File: config.mk
export PLATFORM = sky130hd
export DESIGN_NAME = btc_job_sequencer_flat
export DESIGN_NICKNAME = d
export VERILOG_FILES = /design/src/rtl/btc_job_sequencer_pkg.sv /design/src/rtl/btc_job_sequencer_if.sv /design/src/rtl/btc_result_fifo.sv /design/src/rtl/btc_job_sequencer.sv /design/src/flat_wrapper.sv
export SDC_FILE = /design/constraint.sdc
export NUM_CORES = 2
export LEC_CHECK = 0
export CAP_MARGIN = 20
export CELL_PAD_IN_SITES_DETAIL_PLACEMENT = 2
export CELL_PAD_IN_SITES_GLOBAL_PLACEMENT = 2
export CORE_UTILIZATION = 40
export CTS_BUF_LIST = sky130_fd_sc_hd__clkbuf_16
export CTS_CLUSTER_SIZE = 20
export DETAILED_ROUTE_END_ITERATION = 6
export HOLD_SLACK_MARGIN = 0.15
export PLACE_DENSITY = 0.8
export SLEW_MARGIN = 40
export SYNTH_ARGS = -nofsm -noshare
export SYNTH_HDL_FRONTEND = slang
export SYNTH_SLANG_ARGS = --single-unit
File: constraint.sdc
create_clock -name clk -period 25.9 [get_ports clk]
set_clock_uncertainty 0.15 [all_clocks]
set_input_delay 7.77 -clock clk [delete_from_list [all_inputs] [get_ports clk]]
set_output_delay 7.77 -clock clk [all_outputs]
set_load 0.01 [all_outputs]
File: src/rtl/btc_job_sequencer_pkg.sv
// Shared definitions for the BTC job sequencer: header word map, FSM states,
// result entry layout and SHA-256 padding constants for the core wrapper.
package btc_job_sequencer_pkg;

  localparam int unsigned HDR_WORDS        = 20;
  localparam int unsigned HDR_VERSION      = 0;
  localparam int unsigned HDR_PREV_HASH0   = 1;
  localparam int unsigned HDR_MERKLE_ROOT0 = 9;
  localparam int unsigned HDR_BTIME        = 17;
  localparam int unsigned HDR_BITS         = 18;
  localparam int unsigned HDR_NONCE        = 19;
  localparam int unsigned HASH_WORDS       = 8;

  // 640-bit header hashed as two blocks; the core wrapper appends these.
  localparam logic [31:0] SHA_PAD_WORD        = 32'h8000_0000;
  localparam logic [31:0] SHA_HDR_LEN_BITS    = 32'd640;
  localparam logic [31:0] SHA_DIGEST_LEN_BITS = 32'd256;

  localparam int unsigned RES_WIDTH = 40;

  typedef enum logic [1:0] {
    ST_IDLE,
    ST_LAUNCH,
    ST_ARM,
    ST_RUN
  } seq_state_t;

  typedef struct packed {
    logic [31:0] nonce;
    logic [7:0]  job_id;
  } res_entry_t;

  function automatic logic [31:0] nonce_next(input logic [31:0] n);
    return n + 32'd1;
  endfunction

endpackage

File: src/rtl/btc_job_sequencer_if.sv
// Header-write and result-read handshakes of the BTC job sequencer.
interface btc_job_sequencer_if;
  logic        wr_valid;
  logic        wr_ready;
  logic [4:0]  wr_addr;
  logic [31:0] wr_data;
  logic        wr_commit;
  logic        res_valid;
  logic        res_ready;
  logic [31:0] res_nonce;
  logic [7:0]  res_job_id;

  modport master (
    output wr_valid, wr_addr, wr_data, wr_commit, res_ready,
    input  wr_ready, res_valid, res_nonce, res_job_id
  );

  modport slave (
    input  wr_valid, wr_addr, wr_data, wr_commit, res_ready,
    output wr_ready, res_valid, res_nonce, res_job_id
  );
endinterface

File: src/rtl/btc_result_fifo.sv
// Found-nonce result FIFO: first-word fall-through, push accepted when full
// if a pop happens in the same cycle.
module btc_result_fifo #(
  parameter int unsigned WIDTH = 40,
  parameter int unsigned DEPTH = 4
) (
  input  logic             clk,
  input  logic             rst,
  input  logic             push,
  input  logic [WIDTH-1:0] push_data,
  input  logic             pop,
  output logic             empty,
  output logic [WIDTH-1:0] head,
  output logic             drop
);

  localparam int unsigned AW = (DEPTH > 1) ? $clog2(DEPTH) : 1;

  logic [AW:0]      wr_ptr;
  logic [AW:0]      rd_ptr;
  logic [WIDTH-1:0] mem [DEPTH];
  logic             full;
  logic             do_push;
  logic             do_pop;

  assign empty   = (wr_ptr == rd_ptr);
  assign full    = (wr_ptr[AW] != rd_ptr[AW]) && (wr_ptr[AW-1:0] == rd_ptr[AW-1:0]);
  assign do_pop  = pop && !empty;
  assign do_push = push && (!full || do_pop);
  assign drop    = push && full && !do_pop;
  assign head    = mem[rd_ptr[AW-1:0]];

  always_ff @(posedge clk) begin
    if (rst) begin
      wr_ptr <= '0;
      rd_ptr <= '0;
    end else begin
      if (do_push) wr_ptr <= wr_ptr + (AW+1)'(1);
      if (do_pop)  rd_ptr <= rd_ptr + (AW+1)'(1);
    end
  end

  always_ff @(posedge clk) begin
    if (do_push) mem[wr_ptr[AW-1:0]] <= push_data;
  end

endmodule

File: src/rtl/btc_job_sequencer.sv
// Double-buffered block-header job sequencer: loads a shadow header, launches
// it on the miner core, optionally resumes after a find, and queues results.
module btc_job_sequencer
  import btc_job_sequencer_pkg::*;
#(
  parameter int unsigned RES_DEPTH = 4
) (
  input  logic                    clk,
  input  logic                    rst,
  btc_job_sequencer_if.slave      job_if,
  input  logic                    cfg_resume,
  output logic                    core_start,
  output logic [31:0]             core_version,
  output logic [255:0]            core_previous_hash,
  output logic [255:0]            core_merkle_root,
  output logic [31:0]             core_btime,
  output logic [31:0]             core_bits,
  output logic [31:0]             core_nonce_in,
  input  logic                    core_done,
  input  logic                    core_nonce_found,
  input  logic [31:0]             core_nonce_out,
  output logic                    busy,
  output logic                    pending,
  output logic                    overflow
);

  seq_state_t  state;
  seq_state_t  state_nxt;
  logic [31:0] shadow [HDR_WORDS];
  logic [31:0] active [HDR_WORDS];
  logic [7:0]  job_id;
  logic        pending_q;
  logic        overflow_q;
  logic        take_job;
  logic        resume_go;
  logic        wr_fire;
  logic        fifo_empty;
  logic        fifo_drop;
  logic [RES_WIDTH-1:0] fifo_head;
  res_entry_t  head_entry;

  assign job_if.wr_ready = !pending_q;
  assign wr_fire         = job_if.wr_valid && job_if.wr_ready;

  always_ff @(posedge clk) begin
    if (rst) state <= ST_IDLE;
    else     state <= state_nxt;
  end

  // RUN is only entered with core_done low, so core_done high in RUN is its rising edge.
  always_comb begin
    state_nxt  = state;
    take_job   = 1'b0;
    resume_go  = 1'b0;
    core_start = 1'b0;
    case (state)
      ST_IDLE: begin
        if (pending_q) begin
          take_job  = 1'b1;
          state_nxt = ST_LAUNCH;
        end
      end
      ST_LAUNCH: begin
        core_start = 1'b1;
        state_nxt  = ST_ARM;
      end
      ST_ARM: begin
        if (!core_done) state_nxt = ST_RUN;
      end
      ST_RUN: begin
        if (core_done) begin
          if (core_nonce_found && cfg_resume && !pending_q && (core_nonce_out != '1)) begin
            resume_go = 1'b1;
            state_nxt = ST_LAUNCH;
          end else begin
            state_nxt = ST_IDLE;
          end
        end
      end
      default: state_nxt = ST_IDLE;
    endcase
  end

  always_ff @(posedge clk) begin
    if (rst) begin
      for (int unsigned i = 0; i < HDR_WORDS; i++) begin
        shadow[i] <= '0;
        active[i] <= '0;
      end
      job_id    <= '0;
      pending_q <= 1'b0;
    end else begin
      if (wr_fire && (job_if.wr_addr < 5'(HDR_WORDS)))
        shadow[job_if.wr_addr] <= job_if.wr_data;
      if (take_job) begin
        for (int unsigned i = 0; i < HDR_WORDS; i++) active[i] <= shadow[i];
        job_id    <= job_id + 8'd1;
        pending_q <= 1'b0;
      end else if (wr_fire && job_if.wr_commit) begin
        pending_q <= 1'b1;
      end
      if (resume_go) active[HDR_NONCE] <= nonce_next(core_nonce_out);
    end
  end

  always_ff @(posedge clk) begin
    if (rst)            overflow_q <= 1'b0;
    else if (fifo_drop) overflow_q <= 1'b1;
  end

  btc_result_fifo #(
    .WIDTH (RES_WIDTH),
    .DEPTH (RES_DEPTH)
  ) u_res_fifo (
    .clk       (clk),
    .rst       (rst),
    .push      (core_nonce_found),
    .push_data ({core_nonce_out, job_id}),
    .pop       (job_if.res_ready),
    .empty     (fifo_empty),
    .head      (fifo_head),
    .drop      (fifo_drop)
  );

  assign head_entry        = res_entry_t'(fifo_head);
  assign job_if.res_valid  = !fifo_empty;
  assign job_if.res_nonce  = head_entry.nonce;
  assign job_if.res_job_id = head_entry.job_id;

  for (genvar k = 0; k < HASH_WORDS; k++) begin : g_hash
    assign core_previous_hash[32*k +: 32] = active[HDR_PREV_HASH0 + k];
    assign core_merkle_root[32*k +: 32]   = active[HDR_MERKLE_ROOT0 + k];
  end

  assign core_version  = active[HDR_VERSION];
  assign core_btime    = active[HDR_BTIME];
  assign core_bits     = active[HDR_BITS];
  assign core_nonce_in = active[HDR_NONCE];
  assign busy          = (state != ST_IDLE);
  assign pending       = pending_q;
  assign overflow      = overflow_q;

endmodule
File: src/flat_wrapper.sv
// flat-port wrapper written by rule: the top's interface ports become plain ports
module btc_job_sequencer_flat import btc_job_sequencer_pkg::*;
#(
  parameter int unsigned RES_DEPTH = 4
)
  (clk, rst, cfg_resume, core_start, core_version, core_previous_hash, core_merkle_root, core_btime, core_bits, core_nonce_in, core_done, core_nonce_found, core_nonce_out, busy, pending, overflow, job_if_wr_valid, job_if_wr_addr, job_if_wr_data, job_if_wr_commit, job_if_res_ready, job_if_wr_ready, job_if_res_valid, job_if_res_nonce, job_if_res_job_id);
  btc_job_sequencer_if job_if_i ();
  input  logic clk;
  input  logic rst;
  input  logic cfg_resume;
  output logic core_start;
  output logic [31:0] core_version;
  output logic [255:0] core_previous_hash;
  output logic [255:0] core_merkle_root;
  output logic [31:0] core_btime;
  output logic [31:0] core_bits;
  output logic [31:0] core_nonce_in;
  input  logic core_done;
  input  logic core_nonce_found;
  input  logic [31:0] core_nonce_out;
  output logic busy;
  output logic pending;
  output logic overflow;
  input wire logic [$bits(job_if_i.wr_valid)-1:0] job_if_wr_valid;
  input wire logic [$bits(job_if_i.wr_addr)-1:0] job_if_wr_addr;
  input wire logic [$bits(job_if_i.wr_data)-1:0] job_if_wr_data;
  input wire logic [$bits(job_if_i.wr_commit)-1:0] job_if_wr_commit;
  input wire logic [$bits(job_if_i.res_ready)-1:0] job_if_res_ready;
  output wire logic [$bits(job_if_i.wr_ready)-1:0] job_if_wr_ready;
  output wire logic [$bits(job_if_i.res_valid)-1:0] job_if_res_valid;
  output wire logic [$bits(job_if_i.res_nonce)-1:0] job_if_res_nonce;
  output wire logic [$bits(job_if_i.res_job_id)-1:0] job_if_res_job_id;
  assign job_if_i.wr_valid = job_if_wr_valid;
  assign job_if_i.wr_addr = job_if_wr_addr;
  assign job_if_i.wr_data = job_if_wr_data;
  assign job_if_i.wr_commit = job_if_wr_commit;
  assign job_if_i.res_ready = job_if_res_ready;
  assign job_if_wr_ready = job_if_i.wr_ready;
  assign job_if_res_valid = job_if_i.res_valid;
  assign job_if_res_nonce = job_if_i.res_nonce;
  assign job_if_res_job_id = job_if_i.res_job_id;
  btc_job_sequencer #(.RES_DEPTH(RES_DEPTH)) u_core (.clk(clk), .rst(rst), .job_if(job_if_i), .cfg_resume(cfg_resume), .core_start(core_start), .core_version(core_version), .core_previous_hash(core_previous_hash), .core_merkle_root(core_merkle_root), .core_btime(core_btime), .core_bits(core_bits), .core_nonce_in(core_nonce_in), .core_done(core_done), .core_nonce_found(core_nonce_found), .core_nonce_out(core_nonce_out), .busy(busy), .pending(pending), .overflow(overflow));
endmodule
==> run_results.csv <==
group,metric,value,unit
status,status,"completed",
clock_network,clock_latency,0.79,ns
floorplan,rows,136,
floorplan,die_area,140000,sq um
finish,final_cells,6016,
pwr,leakagePower,27.3,nW
job,cap_viol_max_count,0,
yosys,synth.distinct_cells,53,
clock_network,postCtsHoldBufs,0,
drt,vias,33900,
yosys,yosysSeqAreaShare,78.3,%
pwr,p_switching,1.51,mW
yosys,syn_area,55300,sq um
sta,setup_violations,0,
drt,drtIter0Drc,3926,
sta,fin_tns_setup,0,ns
critical_path,crit_arrival,2.84,ns
placement,dp.cells,5699,
drt,drc,0,
global_routing,grt_pass1_wl,295,mm
clock_network,clockBufferDepth,3,
yosys,synth_nets,3443,
yosys,synth-xor-area-share,0.634,%
yosys,post-synth-top-area-fraction,76.5,%
drt,dr.pass1.iters,5,
yosys,synth-compound-area-share,1.04,%
global_routing,grt_max_degree,145,
finish,multi_input_area,11200,sq um
floorplan,ios,763,
placement,placedInstanceArea,65100,sq um
yosys,async_flop_share,0,%
pwr,power.total,5.79,mW
yosys,synthCells,3354,
yosys,ys.flop_type,"edfxtp_1",
yosys,synthMuxAreaShare,2.34,%
placement,dp.final_hpwl,135,mm
critical_path,path_class,"flip-flop to output port",
drt,routed_wl,215,mm
floorplan,core,137000,sq um
pwr,peakVddDrop,0.0500,mV
clock_network,cts_inserted_buffers,157,
global_routing,grt_pass1_vias,35800,
pwr,p_seq_share,49.8,%
drt,antenna_left,0,
yosys,yosys.area.top_type,"edfxtp_1",
finish,layout_common_cells,"1,408 x edfxtp_1, 729 x clkdlybuf4s50_1, 608 x and2_1",
critical_path,cp-start-kind,"flip-flop",
global_routing,antenna_found_initial,45,
clock_network,root_buffer,"clkbuf_16",
critical_path,worstPathCellList,"buf_4, mux4_2, clkdlybuf4s50_1",
sta,finalCriticalPeriod,10.76,ns
critical_path,slowest_stage,"clkdlybuf4s50_1",
pwr,pwr-share-comb,12.7,%
drt,viasPerCell,5.63,
yosys,yosys.area_share.simple,15.3,%
pwr,p_per_area,82.5,nW/um^2
clock_network,numClockSinks,1460,
pwr,clockPowerShare,37.4,%
sta,max_freq,0.0929,GHz
finish,ff_latch_area,43300,sq um
drt,wire_per_inst,35.8,um
critical_path,r2r_slack,22.08,ns
finish,fin_nets,4156,
sta,hold_viol,0,
clock_network,cts-resized-gates,0,
min_path,min_path_type,"flip-flop to flip-flop",
finish,fill_cells,12300,
pwr,p_int,4.28,mW
sta,worst_pin_slew,0.874,ns
critical_path,slowest_delay,0.60,ns
finish,drive_gt1_share,10.6,%
yosys,synth.avg_cell_area,16.5,sq um
yosys,synth_fa_ha_area_share,0.272,%
clock_network,clkSlewWorstSetupHoldPaths,0.06,ns
critical_path,cp.required,17.98,ns
finish,fin_area,70200,sq um
global_routing,grt.total_usage,30.4,%
yosys,synthTopCellsByArea,"edfxtp_1 76%, and2_1 6.9%, and3_1 6.6%",
yosys,synth_seq_cells,1460,
critical_path,end_kind,"output port",
clock_network,h-tree-depth,4,
sta,finalCritPeriodShare,41.5,%
sta,rsz0062_at_grt,"false",
yosys,ys_warn_count,0,
placement,port_buffers,762,
clock_network,post_cts_buffers,0,
floorplan,die_h,374,um
finish,layout_commonest_cell,"edfxtp_1",
pwr,switching_share,26.0,%
clock_network,cts_tree,"built",
sta,slew-limit-headroom,41.7,%
critical_path,critPathMaxFanout,37,
yosys,synth_edf_count,1408,
finish,syn_to_final_growth,26.9,%
global_routing,grt.overflow.total,0,
yosys,synth_top_family_by_area,"simple AND/OR/NAND/NOR gates",
sta,maxSlewViolCount,0,
floorplan,start_util,40.3,%
placement,place_congestion,0.844,
floorplan,die_w,374,um
[cell families (layout without fill, tap and decap cells)]
logic type | count (synthesis) | count (layout)
compound gates | 94 | 94
xor+xnor | 40 | 40
fa+ha+maj | 12 | 12
buf+inv | 302 | 1138
flops | 1460 | 1460
mux | 75 | 75
other cells | 0 | 32
simple gates | 1371 | 1371
[flip-flops by register name, summed over array words and instances, names as in the netlist, named ones only]
register	cells
u_core.overflow	1
u_core.job_id	8
u_core.pending	1
u_core.u_res_fifo.rd_ptr	3
u_core.active	640
u_core.u_res_fifo.mem	160
u_core.state	2
u_core.shadow	640
u_core.u_res_fifo.wr_ptr	3
[worst paths after layout]
check | startpoint | to | cells past startpoint
min reg2reg | u_core.overflow | u_core.overflow | 2
max reg2reg | u_core.pending | u_core.active[0][165] | 5
min | u_core.overflow | u_core.overflow | 2
max | flip-flop | job_if_res_nonce[0] | 3
[synthesized netlist by cell type (2+ instances only)]
cell and count:
or4_4 3, nand2_1 19, a21oi_1 35, inv_1 15, nand4_1 9, a211oi_1 25
and4_1 4, nor4_1 7, and3_1 582, xnor2_1 25, nor3_1 7, or3b_2 2
mux2i_1 3, nor2b_1 33, buf_1 7, nand3b_1 4, ha_1 12, and2_1 609
mux4_2 40, or2_2 4, nand3_1 22, buf_2 3, nor2_1 51, clkbuf_1 273
or3_1 4, buf_4 3, o21ai_0 23, dfxtp_1 52, mux2_2 32, o211a_1 2
xor2_1 15, edfxtp_1 1408
[through the flow]
stage                     util (%)  hold WS, ns  worst slack, ns
after floorplan                  -        0.329             2.73
after global placement        47.0        0.305            14.48
after detailed placement      47.4        0.324            14.28
after CTS                     51.0        0.385            15.01
after global routing          51.0        0.411            15.01
final                         51.1        0.373            15.14
[layout make-up]
class                      instances  share of cell area (%)
sequential                      1460                    61.7
clock inverter                   122                    1.19
inverter                          15                  0.0909
multi-input combinational       1592                    15.9
clock buffer                     160                    5.71
antenna                           32                   0.114
tap                             1794                    3.20
timing repair buffer             841                    12.0
[metal layers]
layer,wire (um),up-vias,track usage [%]
li1,-,13800,-
met1,80400,17900,38.0
met2,108000,1794,51.2
met3,17500,359,6.24
met4,9490,6,13.0
met5,37,-,0
[worst max-delay path: cells and delay by family, from the launching register on]
family	cells	cell delay (ns)
buffers and inverters	2	1.17
muxes	1	0.43
DFF	1	0.44
[power by group through the flow]
stage / combinational, mW / sequential [mW] / clock (mW)
detailed placement: 0.730 / 2.93 / 0
floorplan: 0.207 / 3.02 / 0
finish: 0.737 / 2.89 / 2.17
global route: 0.763 / 2.89 / 2.26
CTS: 0.737 / 2.89 / 2.19
global placement: 0.692 / 2.92 / 0
(Power assumes the default switching activity.)
